[src/rtl/masked_ram_sync.sv]
// Single-clock RAM with per-bit write mask, registered read port,
// collision bypass option and a hardware clear sweep.
//
// Ports:
//   clk      : sole clock, all state changes on the rising edge
//   rst      : synchronous active-high reset, starts a clear sweep
//   wr_en    : write strobe
//   wr_addr  : write address
//   wr_data  : write data
//   wr_mask  : per-bit mask, 1 takes wr_data bit, 0 keeps stored bit
//   rd_en    : read strobe
//   rd_addr  : read address
//   rd_data  : registered read data, held until the next accepted read
//   rd_valid : one-cycle pulse when rd_data was updated
//   clear    : request a clear sweep (honoured only when idle)
//   busy     : clear sweep in progress, port accesses are dropped
module masked_ram_sync #(
  parameter int                    ADDR_WIDTH = 8,
  parameter int                    DATA_WIDTH = 8,
  parameter logic [DATA_WIDTH-1:0] INIT_VALUE = '0,
  parameter bit                    BYPASS     = 1'b1
) (
  input  logic                  clk,
  input  logic                  rst,
  input  logic                  wr_en,
  input  logic [ADDR_WIDTH-1:0] wr_addr,
  input  logic [DATA_WIDTH-1:0] wr_data,
  input  logic [DATA_WIDTH-1:0] wr_mask,
  input  logic                  rd_en,
  input  logic [ADDR_WIDTH-1:0] rd_addr,
  output logic [DATA_WIDTH-1:0] rd_data,
  output logic                  rd_valid,
  input  logic                  clear,
  output logic                  busy
);

  localparam int DEPTH = 1 << ADDR_WIDTH;

  typedef enum logic {
    S_CLEAR = 1'b0,
    S_IDLE  = 1'b1
  } state_t;

  state_t                  state;
  state_t                  state_nx;
  logic [ADDR_WIDTH-1:0]   clr_addr;
  logic [ADDR_WIDTH-1:0]   clr_addr_nx;
  logic                    clr_last;
  logic                    wr_go;
  logic                    rd_go;
  logic                    hit;
  logic [DATA_WIDTH-1:0]   old_wr;
  logic [DATA_WIDTH-1:0]   merged;
  logic [DATA_WIDTH-1:0]   rd_word;

  logic [DATA_WIDTH-1:0]   mem [DEPTH];

  assign clr_last = (clr_addr == {ADDR_WIDTH{1'b1}});
  assign busy     = (state == S_CLEAR);

  // Merge of the masked write against the current stored word.
  assign old_wr = mem[wr_addr];
  assign merged = (wr_data & wr_mask) | (old_wr & ~wr_mask);

  // A same-address write either forwards its merged word or
  // lets the read see the pre-write contents.
  assign hit     = wr_go && (wr_addr == rd_addr);
  assign rd_word = (BYPASS && hit) ? merged : mem[rd_addr];

  always_comb begin
    state_nx    = state;
    clr_addr_nx = clr_addr;
    wr_go       = 1'b0;
    rd_go       = 1'b0;
    unique case (state)
      S_CLEAR: begin
        clr_addr_nx = clr_addr + 1'b1;
        if (clr_last) begin
          state_nx = S_IDLE;
        end
      end
      S_IDLE: begin
        if (clear) begin
          state_nx    = S_CLEAR;
          clr_addr_nx = '0;
        end else begin
          wr_go = wr_en;
          rd_go = rd_en;
        end
      end
      default: begin
        state_nx    = S_CLEAR;
        clr_addr_nx = '0;
      end
    endcase
  end

  always_ff @(posedge clk) begin
    if (rst) begin
      state    <= S_CLEAR;
      clr_addr <= '0;
    end else begin
      state    <= state_nx;
      clr_addr <= clr_addr_nx;
    end
  end

  // Storage carries no reset; the sweep initialises it.
  always_ff @(posedge clk) begin
    if (!rst) begin
      if (state == S_CLEAR) begin
        mem[clr_addr] <= INIT_VALUE;
      end else if (wr_go) begin
        mem[wr_addr] <= merged;
      end
    end
  end

  always_ff @(posedge clk) begin
    if (rst) begin
      rd_data  <= '0;
      rd_valid <= 1'b0;
    end else begin
      rd_valid <= rd_go;
      if (rd_go) begin
        rd_data <= rd_word;
      end
    end
  end

endmodule

[config.mk]
export PLATFORM = sky130hd
export DESIGN_NAME = masked_ram_sync
export DESIGN_NICKNAME = d
export VERILOG_FILES = /design/src/rtl/masked_ram_sync.sv
export SDC_FILE = /design/constraint.sdc
export NUM_CORES = 2
export LEC_CHECK = 0
export BUFFER_PORTS_ARGS = -buffer_cell sky130_fd_sc_hd__buf_2
export CORE_MARGIN = 2
export CORE_UTILIZATION = 50
export DETAILED_ROUTE_END_ITERATION = 7
export MAX_ROUTING_LAYER = met4
export PLACE_DENSITY_LB_ADDON = 0.05
export SETUP_SLACK_MARGIN = 0.1
export SLEW_MARGIN = 0
export SYNTH_ARGS = -nofsm -noshare
export SYNTH_HDL_FRONTEND = slang
export SYNTH_SLANG_ARGS = --single-unit
[constraint.sdc]
create_clock -name clk -period 15.4 [get_ports clk]
set_clock_uncertainty 0.15 [all_clocks]
set_input_delay 0 -clock clk [delete_from_list [all_inputs] [get_ports clk]]
set_output_delay 0 -clock clk [all_outputs]
set_load 0.01 [all_outputs]
==> out/metrics.yaml <==
tightestPinTransition_ps: 1454
start_kind: "primary input"
post_drt_wl_per_cell_um: 40.88
max_freq_mhz: 135.9
clock-sinks: 2066
htree_levels: 4
synthTopCellsByArea: "edfxtp_1 (63%), mux4_2 (18%), mux2i_1 (5.3%), o221ai_1 (1.6%), nor2_1 (1.4%)"
grt_use_total: 0.3523
numPortBuffers: 46
drcViolationCount: 0
synth_compound_area_frac: 0.06277
yosysUniqueCellTypes: 77
fp.coreArea_um2: 195200
layout-drive-gt1-share: 0.2369
hold_path_class: "primary input to flop"
vias: 60074
critPathMaxFanout: 89
overflow: 0
clk_path_buf_depth: 3
synth_seq_area_share: 0.6287
grt_pass1_vias: 58136
antenna_found_initial: 20
yosysTopAreaCell: "edfxtp_1"
drv_slew: 0
synthXorXnorAreaFrac: 0.0004451
status: "completed"
cp_common_cell: "buf_4"
grt_max_degree: 257
crit_chain: "buf_6 -> buf_4 -> nor2b_4 -> buf_4 -> buf_4 -> a22oi_1 -> a21oi_1 -> or4_1 -> o41ai_1 -> o41a_1 -> dlygate4sd3_1 -> nor2_4 -> buf_4 -> buf_4"
yosys-top-cells-count: "edfxtp_1 (2048), mux4_2 (775), mux2i_1 (520)"
die_y_um: 447.6
crit_end: "mem[151][1]"
fin_nets: 5604
synthMuxAreaShare: 0.2399
r2r_setup_slack_ps: 9260
ys_ff_latch: 2066
dr.pass1.iters: 8
rsz0062_at_grt: "false"
hold_violations: 0
finalSetupViolations: 0
netlist_area_um2: 98390
cts.clk_slew.worst_paths_ps: 60
area_growth_pct: 9.473
synth_edf_count: 2048
drt_wl_total_um: 342900
critical_path_depth: 14
synthCells: 5551
worst_path_max_delay_cell: "buf_4"
syn_nets: 5589
path_delay_family: "buffers and inverters"
period_needed_ps: 7359
required_ps: 15800
ctsRootBufferMaster: "clkbuf_16"
r2r_start: "mem[200][1]"
drtIter0Drc: 8680
critPathBufInv: 7
fin_util: 0.5518
cpPeakStageDelay_ps: 940
crit_path_start: "wr_addr[2]"
peakVddDrop_uv: 90.89
via_per_inst: 7.163
critical_path_class: "primary input to flop"
fillerInstances: 15282
synth_top_area_share: 0.6251
tns_ps: 0
powerDensity_nw_per_um2: 111.2
endpoint_kind: "flop"
rows: 162
synth.avg_cell_area_um2: 17.72
reg2reg_depth: 10
yosys.area_share.simple: 0.03627
synthAdderAreaFrac: 0.0001272
cts_tree: "done"
synth.yosys.warnings: 0
synth_top_family_by_area: "multiplexers"
r2r-end: "mem[151][1]"
slew_headroom: 0.03051
clk_latency_ps: 880
place_hpwl_um: 220100
yosys.cell_count.top_type: "edfxtp_1"
ioPinCount: 47
start_util: 0.5040
fp.dieW_um: 447.6
grt_pass1_wl_um: 471700
cts-buffers-inserted: 217
ant_nets: 0
leakagePower_nw: 30.68
arrival_ps: 7760
maxCapViolCount: 0
gp_congestion: 0.9747
period_share: 0.4778
ys_dominant_reg_cell: "edfxtp_1"
die-area_um2: 200300
synth-async-reset-ratio: 0
==> cell type report <==
type / count / area, um2 / share of cell area
clock buffers: 289 / 5901 / 0.05478
flip-flops and latches: 2066 / 61860 / 0.5743
diodes: 14 / 35.03 / 0.0003253
inverters: 14 / 62.56 / 0.0005808
repair buffers: 251 / 2032 / 0.01887
clock inverters: 113 / 893.4 / 0.008294
well taps: 2624 / 3283 / 0.03048
multi-input cells: 3016 / 33640 / 0.3123
==> per-stage QoR <==
step	cells	area, um2	hold slack, ps	power (mW)	worst slack [ps]
4_1_cts	8372	107700	21.11	12.00	8331
6_report	8387	107700	33.05	11.98	8041
2_1_floorplan	5551	98390	5.676	6.692	5005
5_1_grt	8383	107700	93.73	12.23	7783
3_3_place_gp	7939	100500	244.7	6.960	8079
3_5_place_dp	7940	100600	247.9	6.960	7934
==> worst min path at each step <==
| stage | startpoint | end | depth (start not counted) |
|---|---|---|---|
| CTS | wr_mask[2] | mem[234][2] | 3 |
| finish | wr_mask[0] | mem[226][0] | 4 |
| floorplan | wr_data[3] | rd_data[3] | 2 |
| detailed placement | rd_valid | rd_valid | 1 |
| global route | wr_mask[2] | mem[234][2] | 3 |
| global placement | rd_valid | rd_valid | 1 |
==> where the power goes <==
group	leakage, nW	switching [mW]	internal [mW]	total [mW]
sequential	16.1	0.00385	6.09	6.09
clock	3.33	2.22	2.89	5.11
combinational	11.2	0.521	0.252	0.772
==> placed cells by master (no fill, tap or decap), types with 12 or more instances in the layout <==
cell type / Yosys / final
buf_2: 82 / 41
a22o_1: 17 / 17
mux4_1: 31 / 31
mux2i_1: 520 / 520
nor4_1: 36 / 34
a21oi_1: 192 / 190
diode_2: 0 / 14
nand3_1: 40 / 26
o21ai_0: 78 / 76
a31oi_1: 14 / 14
nand4_1: 12 / 12
nor3_1: 63 / 63
clkbuf_16: 0 / 225
dfxtp_1: 18 / 18
o32ai_1: 12 / 12
clkinv_1: 0 / 45
and2_1: 16 / 14
buf_4: 34 / 163
nand2_1: 138 / 137
nor2_1: 365 / 357
or3_1: 12 / 12
a221oi_1: 14 / 14
edfxtp_1: 2048 / 2048
dlygate4sd3_1: 0 / 30
mux4_2: 775 / 775
nand3b_1: 12 / 12
a211oi_1: 74 / 74
o21ai_1: 19 / 21
nand2b_1: 21 / 19
o221ai_1: 179 / 179
a22oi_1: 98 / 98
o22ai_1: 126 / 126
bufinv_16: 0 / 13
clkbuf_1: 176 / 61
clkinv_2: 0 / 45
nand3_2: 0 / 14
nor2b_1: 25 / 21
or4_1: 12 / 12
==> tightest hold or removal path, delay by kind of cell <==
kind | cells | cell delay [ps]
simple gates | 1 | 70
compound gates | 1 | 330
buf+inv | 2 | 400
==> layer usage <==
layer / up-vias / global-route usage / part of all wire
met5: - / - / 0
met4: 0 / 0.1628 / 0.055
met3: 785 / 0.07608 / 0.10
met2: 3785 / 0.5152 / 0.45
met1: 31861 / 0.4755 / 0.39
li1: 23643 / - / -
==> state kept, by name, indices dropped and copies added (netlist names) <==
| register | flops |
|---|---|
| clr_addr | 8 |
| mem | 2048 |
| rd_data | 8 |
| rd_valid | 1 |
| state | 1 |
==> what timing repair did <==
item | CTS | global route
hold buffers | 30 | 0
setup buffers | 0 | 0
gates resized for setup | 0 | 0
endpoints found under the setup margin | 0 | 0
hold endpoints to repair | 87 | 0
==> cells by family (layout without fill, tap and decap cells) <==
logic type               count (synthesis)  count (layout)
multiplexers                          1336            1336
buffers and inverters                  469             667
adder cells (fa/ha/maj)                  1               1
AO/OA/AOI/OAI                          893             893
other                                    0              14
flip-flops                            2066            2066
XOR/XNOR                                 5               5
AND/OR/NAND/NOR                        781             781
(Power assumes the default switching activity.)
